--- src/rtl/sh7604_bsc_ext_if.sv ---
// Bus bundle between the SH7604 DMAC/CPU data bus (DBUS) and the external
// 16-bit memory bus, as seen by the external bus state controller.
//   slave  : the bus state controller (takes DBUS requests, drives MEM_*)
//   master : the DMAC side plus the external memory (drives DBUS_*, MEM_DI,
//            MEM_WAIT_N)
// Signals:
//   DBUS_A/DI/BA/WE/REQ/BURST/LOCK  access request and qualifiers
//   DBUS_DO, DBUS_WAIT, BSC_ACK      read data, completion and ack back
//   MEM_A/DO/CS_N/RD_N/WE_N          external address, data and strobes
//   MEM_DI, MEM_WAIT_N               external read data and wait request
interface sh7604_bsc_ext_if #(
  parameter int AREA_BITS = 2
);
  logic [31:0]                 DBUS_A;
  logic [31:0]                 DBUS_DI;
  logic [31:0]                 DBUS_DO;
  logic [3:0]                  DBUS_BA;
  logic                        DBUS_WE;
  logic                        DBUS_REQ;
  logic                        DBUS_BURST;
  logic                        DBUS_LOCK;
  logic                        DBUS_WAIT;
  logic                        BSC_ACK;
  logic [26:0]                 MEM_A;
  logic [15:0]                 MEM_DO;
  logic [15:0]                 MEM_DI;
  logic [(1<<AREA_BITS)-1:0]   MEM_CS_N;
  logic                        MEM_RD_N;
  logic [1:0]                  MEM_WE_N;
  logic                        MEM_WAIT_N;

  modport slave (
    input  DBUS_A, DBUS_DI, DBUS_BA, DBUS_WE, DBUS_REQ, DBUS_BURST, DBUS_LOCK,
    input  MEM_DI, MEM_WAIT_N,
    output DBUS_DO, DBUS_WAIT, BSC_ACK,
    output MEM_A, MEM_DO, MEM_CS_N, MEM_RD_N, MEM_WE_N
  );

  modport master (
    output DBUS_A, DBUS_DI, DBUS_BA, DBUS_WE, DBUS_REQ, DBUS_BURST, DBUS_LOCK,
    output MEM_DI, MEM_WAIT_N,
    input  DBUS_DO, DBUS_WAIT, BSC_ACK,
    input  MEM_A, MEM_DO, MEM_CS_N, MEM_RD_N, MEM_WE_N
  );
endinterface

--- src/rtl/sh7604_bsc_ext.sv ---
// External bus state controller for the SH7604 data bus.
// Accepts one DBUS access at a time, splits longwords into two 16-bit
// external cycles (high half at A, low half at A+2), inserts programmable
// wait states per chip-select area and stretches on MEM_WAIT_N.
// Ports:
//   CLK, RST      clock, synchronous active-high reset
//   CE            clock enable for every register and the FSM
//   CFG_WAIT      2-bit wait count per area (area n at [2n+1:2n])
//   bus (slave)   DBUS request/response and external memory bus
module sh7604_bsc_ext #(
  parameter int AREA_BITS = 2
) (
  input  logic                          CLK,
  input  logic                          RST,
  input  logic                          CE,
  input  logic [2*(1<<AREA_BITS)-1:0]   CFG_WAIT,
  sh7604_bsc_ext_if.slave               bus
);
  localparam int NUM_AREAS = 1 << AREA_BITS;

  typedef enum logic [2:0] {IDLE, T1, TW, T2, DONE} state_t;

  state_t                 state, state_nx;
  logic [1:0]             wait_cnt;
  logic [AREA_BITS-1:0]   area, prev_area, area_in;
  logic                   we, is_long, half, lock, prev_burst, lock_hold;
  logic [1:0]             lanes;
  logic [15:0]            wdata_lo, rd_hi;
  logic [26:0]            mem_a;
  logic [15:0]            mem_do;
  logic [31:0]            dbus_do;
  logic                   req_long, page_skip, active, cs_on;
  logic [1:0]             cnt_dec;
  logic [NUM_AREAS-1:0]   cs_vec;
  logic                   unused_addr;

  function automatic logic [1:0] area_wait(input logic [2*NUM_AREAS-1:0] cfg,
                                           input logic [AREA_BITS-1:0] ar);
    return cfg[2*ar +: 2];
  endfunction

  assign area_in     = bus.DBUS_A[26 -: AREA_BITS];
  assign req_long    = (bus.DBUS_BA == 4'hF);
  // Consecutive burst accesses to the same area stay on the open page, so
  // the address setup cycle is skipped for the first half.
  assign page_skip   = prev_burst & bus.DBUS_BURST & (area_in == prev_area);
  // Saturating decrement: TW holds at zero while the device stretches.
  assign cnt_dec     = (wait_cnt == 2'd0) ? 2'd0 : wait_cnt - 2'd1;
  assign unused_addr = ^{bus.DBUS_A[31:27], bus.DBUS_A[0]};

  always_ff @(posedge CLK) begin
    if (RST)     state <= IDLE;
    else if (CE) state <= state_nx;
  end

  always_comb begin
    state_nx = state;
    case (state)
      IDLE: begin
        if (bus.DBUS_REQ) begin
          if (page_skip)
            state_nx = ((area_wait(CFG_WAIT, area_in) != 2'd0) || !bus.MEM_WAIT_N) ? TW : T2;
          else
            state_nx = T1;
        end
      end
      T1:      state_nx = ((area_wait(CFG_WAIT, area) != 2'd0) || !bus.MEM_WAIT_N) ? TW : T2;
      TW:      if ((cnt_dec == 2'd0) && bus.MEM_WAIT_N) state_nx = T2;
      T2:      state_nx = (is_long && !half) ? T1 : DONE;
      DONE:    state_nx = IDLE;
      default: state_nx = IDLE;
    endcase
  end

  always_ff @(posedge CLK) begin
    if (RST) begin
      wait_cnt   <= 2'd0;
      area       <= '0;
      prev_area  <= '0;
      we         <= 1'b0;
      is_long    <= 1'b0;
      half       <= 1'b0;
      lock       <= 1'b0;
      prev_burst <= 1'b0;
      lock_hold  <= 1'b0;
      lanes      <= 2'b00;
      wdata_lo   <= '0;
      rd_hi      <= '0;
      mem_a      <= '0;
      mem_do     <= '0;
      dbus_do    <= '0;
    end else if (CE) begin
      case (state)
        IDLE: begin
          lock_hold <= 1'b0;
          if (bus.DBUS_REQ) begin
            area       <= area_in;
            prev_area  <= area_in;
            prev_burst <= bus.DBUS_BURST;
            we         <= bus.DBUS_WE;
            is_long    <= req_long;
            lock       <= bus.DBUS_LOCK;
            half       <= 1'b0;
            wdata_lo   <= bus.DBUS_DI[15:0];
            wait_cnt   <= area_wait(CFG_WAIT, area_in);
            // Longwords start on the high half; word/byte pick the half by A[1].
            mem_a      <= {bus.DBUS_A[26:2], (req_long ? 1'b0 : bus.DBUS_A[1]), 1'b0};
            mem_do     <= (req_long || !bus.DBUS_A[1]) ? bus.DBUS_DI[31:16] : bus.DBUS_DI[15:0];
            // Bus D[15:8] carries the even byte of the selected half.
            lanes      <= req_long ? 2'b11 : (bus.DBUS_A[1] ? bus.DBUS_BA[1:0] : bus.DBUS_BA[3:2]);
          end
        end
        T1: wait_cnt <= area_wait(CFG_WAIT, area);
        TW: wait_cnt <= cnt_dec;
        T2: begin
          if (is_long && !half) begin
            half     <= 1'b1;
            mem_a[1] <= 1'b1;
            mem_do   <= wdata_lo;
            if (!we) rd_hi <= bus.MEM_DI;
          end else if (!we) begin
            dbus_do <= is_long ? {rd_hi, bus.MEM_DI} : {bus.MEM_DI, bus.MEM_DI};
          end
        end
        DONE: lock_hold <= lock;
        default: ;
      endcase
    end
  end

  assign active = (state == T1) || (state == TW) || (state == T2);

  // A locked sequence keeps its chip select asserted across DONE/IDLE as
  // long as the requester keeps DBUS_REQ up.
  always_comb begin
    cs_on = active ||
            (bus.DBUS_REQ && (((state == DONE) && lock) || ((state == IDLE) && lock_hold)));
    cs_vec       = '0;
    cs_vec[area] = cs_on;
  end

  assign bus.MEM_CS_N  = ~cs_vec;
  assign bus.MEM_RD_N  = ~(active && !we);
  assign bus.MEM_WE_N  = (((state == TW) || (state == T2)) && we) ? ~lanes : 2'b11;
  assign bus.MEM_A     = mem_a;
  assign bus.MEM_DO    = mem_do;
  assign bus.DBUS_DO   = dbus_do;
  assign bus.BSC_ACK   = active;
  assign bus.DBUS_WAIT = bus.DBUS_REQ && (state != DONE);
endmodule

--- src/flat_wrapper.sv ---
// flat-port wrapper written by rule: the top's interface ports become plain ports
module sh7604_bsc_ext_flat 
#(
  parameter int AREA_BITS = 2
)
  (CLK, RST, CE, CFG_WAIT, bus_DBUS_A, bus_DBUS_DI, bus_DBUS_BA, bus_DBUS_WE, bus_DBUS_REQ, bus_DBUS_BURST, bus_DBUS_LOCK, bus_MEM_DI, bus_MEM_WAIT_N, bus_DBUS_DO, bus_DBUS_WAIT, bus_BSC_ACK, bus_MEM_A, bus_MEM_DO, bus_MEM_CS_N, bus_MEM_RD_N, bus_MEM_WE_N);
  sh7604_bsc_ext_if #(.AREA_BITS(AREA_BITS)) bus_i ();
  input  logic CLK;
  input  logic RST;
  input  logic CE;
  input  logic [2*(1<<AREA_BITS)-1:0] CFG_WAIT;
  input wire logic [$bits(bus_i.DBUS_A)-1:0] bus_DBUS_A;
  input wire logic [$bits(bus_i.DBUS_DI)-1:0] bus_DBUS_DI;
  input wire logic [$bits(bus_i.DBUS_BA)-1:0] bus_DBUS_BA;
  input wire logic [$bits(bus_i.DBUS_WE)-1:0] bus_DBUS_WE;
  input wire logic [$bits(bus_i.DBUS_REQ)-1:0] bus_DBUS_REQ;
  input wire logic [$bits(bus_i.DBUS_BURST)-1:0] bus_DBUS_BURST;
  input wire logic [$bits(bus_i.DBUS_LOCK)-1:0] bus_DBUS_LOCK;
  input wire logic [$bits(bus_i.MEM_DI)-1:0] bus_MEM_DI;
  input wire logic [$bits(bus_i.MEM_WAIT_N)-1:0] bus_MEM_WAIT_N;
  output wire logic [$bits(bus_i.DBUS_DO)-1:0] bus_DBUS_DO;
  output wire logic [$bits(bus_i.DBUS_WAIT)-1:0] bus_DBUS_WAIT;
  output wire logic [$bits(bus_i.BSC_ACK)-1:0] bus_BSC_ACK;
  output wire logic [$bits(bus_i.MEM_A)-1:0] bus_MEM_A;
  output wire logic [$bits(bus_i.MEM_DO)-1:0] bus_MEM_DO;
  output wire logic [$bits(bus_i.MEM_CS_N)-1:0] bus_MEM_CS_N;
  output wire logic [$bits(bus_i.MEM_RD_N)-1:0] bus_MEM_RD_N;
  output wire logic [$bits(bus_i.MEM_WE_N)-1:0] bus_MEM_WE_N;
  assign bus_i.DBUS_A = bus_DBUS_A;
  assign bus_i.DBUS_DI = bus_DBUS_DI;
  assign bus_i.DBUS_BA = bus_DBUS_BA;
  assign bus_i.DBUS_WE = bus_DBUS_WE;
  assign bus_i.DBUS_REQ = bus_DBUS_REQ;
  assign bus_i.DBUS_BURST = bus_DBUS_BURST;
  assign bus_i.DBUS_LOCK = bus_DBUS_LOCK;
  assign bus_i.MEM_DI = bus_MEM_DI;
  assign bus_i.MEM_WAIT_N = bus_MEM_WAIT_N;
  assign bus_DBUS_DO = bus_i.DBUS_DO;
  assign bus_DBUS_WAIT = bus_i.DBUS_WAIT;
  assign bus_BSC_ACK = bus_i.BSC_ACK;
  assign bus_MEM_A = bus_i.MEM_A;
  assign bus_MEM_DO = bus_i.MEM_DO;
  assign bus_MEM_CS_N = bus_i.MEM_CS_N;
  assign bus_MEM_RD_N = bus_i.MEM_RD_N;
  assign bus_MEM_WE_N = bus_i.MEM_WE_N;
  sh7604_bsc_ext #(.AREA_BITS(AREA_BITS)) u_core (.CLK(CLK), .RST(RST), .CE(CE), .CFG_WAIT(CFG_WAIT), .bus(bus_i));
endmodule
--- config.mk ---
export PLATFORM = sky130hd
export DESIGN_NAME = sh7604_bsc_ext_flat
export DESIGN_NICKNAME = d
export VERILOG_FILES = /design/src/rtl/sh7604_bsc_ext_if.sv /design/src/rtl/sh7604_bsc_ext.sv /design/src/flat_wrapper.sv
export SDC_FILE = /design/constraint.sdc
export NUM_CORES = 1
export LEC_CHECK = 0
export BUFFER_PORTS_ARGS = -buffer_cell sky130_fd_sc_hd__buf_4
export CAP_MARGIN = 20
export CORE_MARGIN = 2
export CORE_UTILIZATION = 53
export DETAILED_ROUTE_END_ITERATION = 12
export PLACE_DENSITY_LB_ADDON = 0.12
export REMOVE_ABC_BUFFERS = 1
export SYNTH_ARGS = -nofsm -noshare
export SYNTH_HDL_FRONTEND = slang
export SYNTH_SLANG_ARGS = --single-unit
--- constraint.sdc ---
create_clock -name CLK -period 4.7 [get_ports CLK]
set_input_delay 0.47 -clock CLK [delete_from_list [all_inputs] [get_ports CLK]]
set_output_delay 0.47 -clock CLK [all_outputs]
set_load 0.005 [all_outputs]
======== After elaboration in Yosys (flattened, before gate mapping) ========
Index checks and enable logic that the tools add are counted.
cells by class
  shift-type cells ........................ 2
  bitwise logic cells ..................... 8
  multiplexer cells ....................... 27
  $add $sub $neg .......................... 1
  magnitude comparators ................... 2
  eq/ne operators ......................... 10
  reductions and logical operators ........ 36
operators with widths
  kind                count
  $mux 16             3
  $mux 32             1
  $pmux 16 s2         1
  $shiftx 8x4->2      2
  $mux 2              6
  $mux 3              4
  $pmux 3 s4          1
  $reduce_and 4->1    3
  $logic_and 1x1->1   9
  $reduce_and 3->1    3
  $logic_or 1x1->1    8
  $reduce_bool 2->1   4
  $eq 3x2->1 const B  2
  $mux 1              6
  $pmux 1 s2          3
  $pmux 2 s3          1
  $and 4x4->4         1
  $eq 4x4->1 const B  1
  $logic_not 1->1     4
  $logic_not 2->1     2
  $ne 2x1->1 const B  2
  $not 4->4           1
  $eq 3x1->1 const B  1
  $eq 3x3->1 const B  1
  13 further kinds    16
word-level totals
  register bits ........................... 121
  input port bits ......................... 100
  logic and storage cells ................. 102
  output and inout bits ................... 84

======== Logic depth before layout (Yosys ltp) ========
Gate-level depths: netlist of run 1.
  depth in word-level cells ............... 7
  mapped depth ............................ 8
  mapped depth without buffers ............ 5

======== Worst setup path before layout of run 1 ========
OpenSTA, ideal clock, no wires.
  path kind ............................... in2reg
  start ................................... input CE
  end ..................................... register u_core.dbus_do[10] (netlist: u_core.bus.DBUS_DO[10])
  buffers on the path ..................... 3
  setup slack ............................. 2.897 ns
  stages on the path ...................... 8
  library setup time ...................... 0.132 ns
  arrival time ............................ 1.671 ns
  required time ........................... 4.568 ns
  cells stage by stage .................... buf_2 > inv_1 > or3_4 > nand2b_1 > buf_2 > buf_2 > nand2_1 > a21oi_1
between the ends
  longest elaborated chain between the ends .. 1
RTL lines
  what                               RTL line               source
  start: declaration                 flat_wrapper.sv:10     input logic CE;
  $reduce_and 4->1 (no source line)  -
  end signal: assignment             sh7604_bsc_ext.sv:122  dbus_do <= is_long ? {rd_hi, bus.MEM_DI} : {bus.MEM_DI, bus.MEM_DI};
  end: declaration                   sh7604_bsc_ext.sv:31   logic [31:0] dbus_do;
No other way between the ends.
A chain may end at the register's enable or synchronous reset.

======== Worst setup path after layout of run 1 ========
  start ................................... register u_core.state[0]
  end ..................................... register u_core.mem_do[11] (netlist: u_core.bus.MEM_DO[11])
between the ends
  longest elaborated chain between the ends .. 3
  elaborated cells between the ends (all ways) .. 7
  classes of those cells .................. eq/ne: 3; mux: 1; reduce/logical: 3
RTL lines
  what                                                  RTL line               source
  start: declaration                                    sh7604_bsc_ext.sv:23   state_t state, state_nx;
  start signal: assignment                              sh7604_bsc_ext.sv:53   else if (CE) state <= state_nx;
  $eq 3x2->1 / $logic_not 3->1 (equally long branches)  sh7604_bsc_ext.sv:93   case (state)
  $ne 2x1->1 (no source line) (tied with other cells)   -
  $reduce_and 4->1 (no source line)                     -
  end signal: assignment                                sh7604_bsc_ext.sv:108  mem_do <= (req_long || !bus.DBUS_A[1]) ? bus.DBUS_DI[31:16] : bus.DBUS_DI[15:0];
  end signal: assignment                                sh7604_bsc_ext.sv:119  mem_do <= wdata_lo;
  end: declaration                                      sh7604_bsc_ext.sv:30   logic [15:0] mem_do;
Several ways; a longest one is shown, not always the timed one.

==> results of run 1 <==
## state kept, by name, indices dropped and copies added, names as in the netlist
signal              flops
u_core.lock_hold        1
u_core.rd_hi           16
u_core.lock             1
u_core.lanes            2
u_core.bus.MEM_DO      16
u_core.half             1
u_core.bus.DBUS_DO     32
u_core.area             2
u_core.state            3
u_core.prev_burst       1
u_core.we               1
u_core.wait_cnt         2
u_core.is_long          1
u_core.bus.MEM_A       24
u_core.wdata_lo        16
## metal layers
metal	vias to the layer above	track usage, %	wire length [um]
met4	0	10.2	282
met5	-	0	0
met3	25	6.63	890
met1	2246	30.4	5390
li1	2325	-	-
met2	168	43.2	6640
## worst max-delay path, cell delays in order (launching register included)
cell and delay [ns]:
sky130_fd_sc_hd__dfxtp_1 0.61, sky130_fd_sc_hd__nor2_1 0.28, sky130_fd_sc_hd__and3_2 0.62, sky130_fd_sc_hd__nor3_2 1.00
sky130_fd_sc_hd__a22o_1 0.28
## cells by family after synthesis
| kind of cell | Yosys count |
|---|---|
| other | 1 |
| AO/OA/AOI/OAI | 137 |
| buffers and inverters | 50 |
| XOR/XNOR | 2 |
| flip-flops | 119 |
| AND/OR/NAND/NOR | 229 |
| multiplexers | 54 |
## power by group
part	switching, uW	internal (uW)
combinational	130	139
clock	497	823
sequential	26.1	1040
total	653	2010
## synthesized netlist by cell type (2+ instances only)
cell | count | area share [%]
sky130_fd_sc_hd__nand3b_1 | 3 | 0.44
sky130_fd_sc_hd__mux2i_1 | 50 | 9.9
sky130_fd_sc_hd__and3_1 | 2 | 0.25
sky130_fd_sc_hd__nand2_1 | 125 | 9.2
sky130_fd_sc_hd__a21oi_1 | 84 | 8.3
sky130_fd_sc_hd__a41oi_1 | 2 | 0.34
sky130_fd_sc_hd__o21a_1 | 2 | 0.30
sky130_fd_sc_hd__a211oi_1 | 22 | 3.3
sky130_fd_sc_hd__buf_6 | 3 | 0.66
sky130_fd_sc_hd__a22o_1 | 16 | 2.8
sky130_fd_sc_hd__nand3_1 | 6 | 0.59
sky130_fd_sc_hd__buf_2 | 9 | 0.89
sky130_fd_sc_hd__clkbuf_1 | 30 | 2.2
sky130_fd_sc_hd__or3_1 | 2 | 0.25
sky130_fd_sc_hd__o21ai_0 | 2 | 0.20
sky130_fd_sc_hd__nand2b_1 | 4 | 0.49
sky130_fd_sc_hd__nor2_1 | 66 | 4.9
sky130_fd_sc_hd__xor2_1 | 2 | 0.34
sky130_fd_sc_hd__buf_4 | 6 | 0.89
sky130_fd_sc_hd__nor3_1 | 7 | 0.69
sky130_fd_sc_hd__inv_1 | 2 | 0.15
sky130_fd_sc_hd__nor2b_1 | 4 | 0.49
sky130_fd_sc_hd__dfxtp_1 | 119 | 47
sky130_fd_sc_hd__mux4_2 | 4 | 1.8
## path summary, 6_finish.rpt
kind                                                           end  slack, ns                        startpoint
worst max-delay path            u_core.bus.MEM_DO[11]$_SDFFE_PP0P_       1.82      u_core.state[0]$_SDFFE_PP0P_
worst min-delay path              u_core.bus.MEM_A[6]$_SDFFE_PP0P_       0.20                     bus_DBUS_A[6]
worst max register to register  u_core.bus.MEM_DO[11]$_SDFFE_PP0P_       1.82      u_core.state[0]$_SDFFE_PP0P_
worst min register to register    u_core.bus.MEM_A[7]$_SDFFE_PP0P_       0.45  u_core.bus.MEM_A[7]$_SDFFE_PP0P_
## per-stage QoR
| step | cells | worst slack (ns) |
|---|---|---|
| floorplan | 544 | 2.10 |
| global placement | 850 | 1.89 |
| detailed placement | 850 | 1.87 |
| CTS | 882 | 1.82 |
| global route | 882 | 1.57 |
| finish | 882 | 1.82 |
## cells in the final DEF (no fill, tap or decap), types with 5 or more instances in the layout
master	netlist	layout
sky130_fd_sc_hd__buf_4	6	177
sky130_fd_sc_hd__nand2_1	125	125
sky130_fd_sc_hd__dfxtp_1	119	119
sky130_fd_sc_hd__a21oi_1	84	84
sky130_fd_sc_hd__nor2_1	66	66
sky130_fd_sc_hd__mux2i_1	50	50
sky130_fd_sc_hd__a211oi_1	22	22
sky130_fd_sc_hd__a22o_1	16	16
sky130_fd_sc_hd__clkbuf_16	0	16
sky130_fd_sc_hd__nor3_1	7	7
sky130_fd_sc_hd__inv_6	0	7
sky130_fd_sc_hd__nand3_1	6	5
## final cells by class
type | count | area [sq um]
Sequential cell | 119 | 2380
Inverter | 2 | 7.51
Clock inverter | 14 | 186
Clock buffer | 18 | 418
Multi-Input combinational cell | 423 | 2460
Tap cell | 129 | 161
Fill cell | 712 | 2340
Timing Repair Buffer | 177 | 1330
==> run summary, run 1 <==
YOSYS
---------------------------------------------------------------------------------
Seq cells post-synth                                                          119
Top_reg_cell synth                                                   sky130_fd_sc_hd__dfxtp_1
Sequential area share after synthesis                                       46.9%
XOR/XNOR share of the synthesized area                                     0.345%
Mux cell area share after synthesis                                         11.6%
Dominant combinational cell family by area after synthesis           simple AND/OR/NAND/NOR gates
Synth Cell Area                                                        5080 sq um
Number of standard cells after synthesis                                      592
Compound-gate portion of the synthesized area                               16.6%
Simple-Gate Fraction of Synth Area                                          19.7%
Fraction of synthesis flops using an asynchronous set or reset pin             0%
Adder-cell share of the synthesized area                                       0%
Post-synthesis cell type count                                                 44
Synthesized area per cell                                              8.58 sq um
Count of flip-flops with a built-in enable after synthesis                      0
Yosys warning count                                                             0

STA
---------------------------------------------------------------------------------
Slew @ Worst Pin                                                          1.09 ns
Setup repair after global routing missed its margin                         false
Final Max Slew Viols                                                            0
Setup tns final                                                              0 ns
Tmin final                                                                2.88 ns
Hold Fails Final Rpt                                                            0
Final-report setup violation count                                              0
WHS                                                                      0.204 ns
Worst setup skew after layout                                           0.0135 ns
Worst slew slack as a fraction of its limit                                 27.2%
Final period utilization                                                    61.2%
Fmax achieved                                                             348 MHz

ROUTING
---------------------------------------------------------------------------------
# DRC                                                                           0
Via density per instance                                                     5.40
Average wire per standard cell                                            15.0 um
Routed WL                                                                13200 um
DRT iter0 DRCs                                                                158
First-pass iteration count of the detailed router                               4
Post-DRT Antenna Nets                                                           0
Total vias in the final route                                                4764

CTS
---------------------------------------------------------------------------------
Clk_lat worst skew                                                        0.51 ns
Number of buffers between clock root and the deepest sink                       2
Number of cells upsized or downsized after cts                                  0
Post-CTS setup buffers                                                          0
CTS H-Tree Depth                                                                4
Clock sinks                                                                   119
Root buf cell                                                        sky130_fd_sc_hd__clkbuf_8
Number of hold buffers added after cts                                          0
Clock transition at the registers of the reported paths                   0.06 ns
Number of CTS-inserted buffers                                                 17
CTS tree                                                                      yes

DIE
---------------------------------------------------------------------------------
Core Rows                                                                      35
Core area                                                              9280 sq um
Starting Density                                                            54.7%
Number of ports placed on the die boundary                                    184
Die outline area                                                      10400 sq um
Width of the die                                                           102 um
Vertical extent of the die                                                 102 um

SETUP PATH
---------------------------------------------------------------------------------
Crit path DAT                                                             3.32 ns
Required arrival time at the worst endpoint                               5.14 ns
R2R depth                                                                       4
Kind of start point of the critical path                                flip-flop
Crit path capture type                                                  flip-flop
Highest net fanout along the worst path                                        53
Path type of the worst setup path                                    flip-flop to flip-flop

GLOBAL ROUTE
---------------------------------------------------------------------------------
Initial antenna violation count                                                 0
First-pass GRT wire length                                               20800 um
Aggregate global routing overflow                                               0
GRT Total Usage                                                             25.3%
Number of global-route vias before repair                                    4381
Largest net degree at the start of global routing                              68

PLACE
---------------------------------------------------------------------------------
HPWL reported at the end of detailed placement                            8660 um
Number of buffer cells added on primary ports                                 176
Routability congestion estimate from global placement                       0.787
Placement Cell Area                                                    6340 sq um

CELLS AND AREA
---------------------------------------------------------------------------------
Nets                                                                          840
Antenna diode instance count                                                    0
Ratio of cells with drive above 1 in the final layout                       29.3%
Post-route cell area                                                   6940 sq um
Synthesis-to-finish area growth                                             36.7%
Post-layout util                                                            74.8%

WORST HOLD PATH
---------------------------------------------------------------------------------
Type of the worst min-delay path                                     input pin to flip-flop
Hold depth                                                                      3

POWER
---------------------------------------------------------------------------------
Leakage power                                                          0.00295 uW
Power consumption                                                         2660 uW
Worst supply voltage drop on vdd                                       0.000251 V
Power density of the placed cells                                     383 nW/um^2

STATUS
---------------------------------------------------------------------------------
Result of the run                                                    finished clean

JOB
---------------------------------------------------------------------------------
Total of max-cap violations                                                     0

Power figures use the tool's default switching activity.
==> run 2: changes to the inputs <==
--- a/config.mk
+++ b/config.mk
@@ -8,7 +8,7 @@
 export BUFFER_PORTS_ARGS = -buffer_cell sky130_fd_sc_hd__buf_4
 export CAP_MARGIN = 20
 export CORE_MARGIN = 2
-export CORE_UTILIZATION = 53
+export CORE_UTILIZATION = 50
 export DETAILED_ROUTE_END_ITERATION = 12
 export PLACE_DENSITY_LB_ADDON = 0.12
 export REMOVE_ABC_BUFFERS = 1
==> constraint.sdc (replaced) <==
create_clock -name CLK -period 2.7 [get_ports CLK]
set_input_delay 0.27 -clock CLK [delete_from_list [all_inputs] [get_ports CLK]]
set_output_delay 0.27 -clock CLK [all_outputs]
set_load 0.005 [all_outputs]
==> run 2 against run 1 <==
Sequential cell count unchanged. Clock skew down 0.0033 ns. Sequential share of layout area fell by 0.86 points. Total power increased by 67%. Final cell count grew 3.1%. Critical path type is now flip-flop to primary output. Critical endpoint is now bus_MEM_CS_N[2]. Largest cell class unchanged. Highest routed layer unchanged.
==> run summary, run 2 (same netlist as run 1, synthesis figures left out) <==
STATUS
------------------------------------------------------------------------
Result of the run                                           finished clean   unchanged

DIE
------------------------------------------------------------------------
Core Rows                                                             36   was 35
Die outline area                                             11000 sq um   was 10400 sq um
Number of ports placed on the die boundary                           184   unchanged
Core area                                                     9820 sq um   was 9280 sq um
Vertical extent of the die                                        105 um   was 102 um
Starting Density                                                   51.7%   was 54.7%
Width of the die                                                  105 um   was 102 um

CELLS AND AREA
------------------------------------------------------------------------
Number of flip-flops under the largest register name                  32   unchanged
Ratio of cells with drive above 1 in the final layout              29.9%   was 29.3%
Most frequent cells in the layout                           185 x sky130_fd_sc_hd__buf_4, 125 x sky130_fd_sc_hd__nand2_1, 119 x sky130_fd_sc_hd__dfxtp_1   was 177 x sky130_fd_sc_hd__buf_4, 125 x sky130_fd_sc_hd__nand2_1, 119 x sky130_fd_sc_hd__dfxtp_1
Antenna diode instance count                                           0   unchanged
Commonest non-fill, non-tap cell in the layout              sky130_fd_sc_hd__buf_4   unchanged
Post-route cell area                                          7120 sq um   was 6940 sq um
Synthesis-to-finish area growth                                    40.2%   was 36.7%
Nets                                                                 863   was 840

CTS
------------------------------------------------------------------------
Clk_lat worst skew                                               0.52 ns   was 0.51 ns
Post-CTS setup buffers                                                 0   unchanged
Clock sinks                                                          119   unchanged
CTS tree                                                             yes   unchanged
Clock transition at the registers of the reported paths          0.06 ns   about the same
CTS H-Tree Depth                                                       4   unchanged
Number of CTS-inserted buffers                                        17   unchanged
Number of buffers between clock root and the deepest sink              2   unchanged
Root buf cell                                               sky130_fd_sc_hd__clkbuf_8   unchanged

SETUP PATH
------------------------------------------------------------------------
Highest net fanout along the worst path                               14   was 53
Kind of start point of the critical path                       flip-flop   unchanged
Path type of the worst setup path                           flip-flop to primary output   was flip-flop to flip-flop
Crit path DAT                                                    2.14 ns   was 3.32 ns
Crit path capture type                                      primary output   was flip-flop
Required arrival time at the worst endpoint                      2.43 ns   was 5.14 ns

ROUTING
------------------------------------------------------------------------
First-pass iteration count of the detailed router                      5   was 4
Post-DRT Antenna Nets                                                  0   unchanged
Via density per instance                                            5.30   was 5.40
Average wire per standard cell                                   14.9 um   was 15.0 um
Routed WL                                                       13500 um   was 13200 um
# DRC                                                                  0   unchanged
DRT iter0 DRCs                                                       227   was 158
Total vias in the final route                                       4815   was 4764

PLACE
------------------------------------------------------------------------
Routability congestion estimate from global placement              0.782   was 0.787
HPWL reported at the end of detailed placement                   8960 um   was 8660 um
Placement Cell Area                                           6420 sq um   was 6340 sq um
Number of buffer cells added on primary ports                        176   unchanged

JOB
------------------------------------------------------------------------
Total of max-cap violations                                            0   unchanged

GLOBAL ROUTE
------------------------------------------------------------------------
GRT Total Usage                                                    25.2%   was 25.3%
Number of global-route vias before repair                           4726   was 4381
Initial antenna violation count                                        0   unchanged
First-pass GRT wire length                                      22500 um   was 20800 um
Largest net degree at the start of global routing                     65   was 68
Aggregate global routing overflow                                      0   unchanged

POWER
------------------------------------------------------------------------
Power density of the placed cells                            623 nW/um^2   was 383 nW/um^2
Cell internal pwr                                                3330 uW   was 2010 uW
Worst supply voltage drop on vdd                              0.000392 V   was 0.000251 V
Net switching share of the total power                             25.0%   was 24.6%
Leakage power                                                 0.00302 uW   was 0.00295 uW
Sw power                                                         1110 uW   was 653 uW
Sequential power share                                             42.0%   was 40.2%
Clock network power share                                          46.8%   was 49.6%
Logic gate share of total power                                    11.2%   was 10.1%

STA
------------------------------------------------------------------------
Fmax achieved                                                    414 MHz
Tmin final                                                       2.41 ns
Final period utilization                                           89.4%
Slew @ Worst Pin                                                0.693 ns   was 1.09 ns
Setup repair after global routing missed its margin                false   unchanged
Final Max Slew Viols                                                   0   unchanged
Worst setup skew after layout                                  0.0103 ns   was 0.0135 ns
Setup tns final                                                     0 ns   unchanged
Worst slew slack as a fraction of its limit                        53.8%   was 27.2%
Final-report setup violation count                                     0   unchanged
Hold Fails Final Rpt                                                   0   unchanged
WHS                                                           0.00524 ns   was 0.204 ns

WORST HOLD PATH
------------------------------------------------------------------------
Type of the worst min-delay path                            input pin to flip-flop   unchanged

## run 2: power groups by stage
stage	Sequential, uW	Clock, uW	Combinational, uW
after floorplan	1900	0	199
final	1860	2070	498
after detailed placement	1900	0	480
after CTS	1860	2100	499
after global placement	1900	0	466
after global routing	1870	2190	548
## run 2: metal layers
layer | track usage, % | vias to the layer above | part of all wire [%]
li1 | - | 2380 | -
met3 | 8.05 | 37 | 6.2
met5 | 0 | - | 0
met1 | 30.2 | 2237 | 42
met4 | 11.5 | 0 | 2.9
met2 | 41.3 | 161 | 49
## run 2: metrics by stage
step / instances / util [%] / total power [uW] / worst slack (ns)
CTS: 909 / 72.5 / 4460 / 0.101
detailed placement: 863 / 65.4 / 2380 / 0.598
global placement: 863 / 65.4 / 2360 / 0.668
global route: 909 / 72.5 / 4600 / 0.146
floorplan: 544 / - / 2090 / 0.0966
finish: 909 / 72.5 / 4440 / 0.286
## run 2: path summary, 6_finish.rpt
path / start / to / slack, ns / cells past startpoint
worst max register to register: u_core.state[0]$_SDFFE_PP0P_ / u_core.bus.DBUS_DO[31]$_SDFFE_PP0P_ / 0.53 / 6
worst min register to register: u_core.bus.MEM_A[12]$_SDFFE_PP0P_ / u_core.bus.MEM_A[12]$_SDFFE_PP0P_ / 0.45 / 2
worst min-delay path: bus_DBUS_A[4] / u_core.bus.MEM_A[4]$_SDFFE_PP0P_ / 0.005 / 3
worst max-delay path: u_core.state[0]$_SDFFE_PP0P_ / bus_MEM_CS_N[2] / 0.29 / 6
## run 2: timing repair
item | in CTS | in global routing
setup endpoints to repair | 0 | 2
hold endpoints to repair | 14 | 0
resized for setup | 0 | 1
hold buffers | 14 | 0
## run 2: area by class of cell
class	instances	area, sq um
Sequential cell	119	2380
Tap cell	133	166
Multi-Input combinational cell	423	2460
Timing Repair Buffer	200	1550
Inverter	2	7.51
Fill cell	761	2700
Clock buffer	18	428
Clock inverter	14	128
## run 2: worst max-delay path, cell delays in order (launching register included)
cell and delay (ns):
sky130_fd_sc_hd__dfxtp_1 0.47, sky130_fd_sc_hd__nor2_2 0.44, sky130_fd_sc_hd__a21oi_1 0.13, sky130_fd_sc_hd__a41o_1 0.25
sky130_fd_sc_hd__nor2b_1 0.15, sky130_fd_sc_hd__nand2_1 0.09, sky130_fd_sc_hd__buf_4 0.11
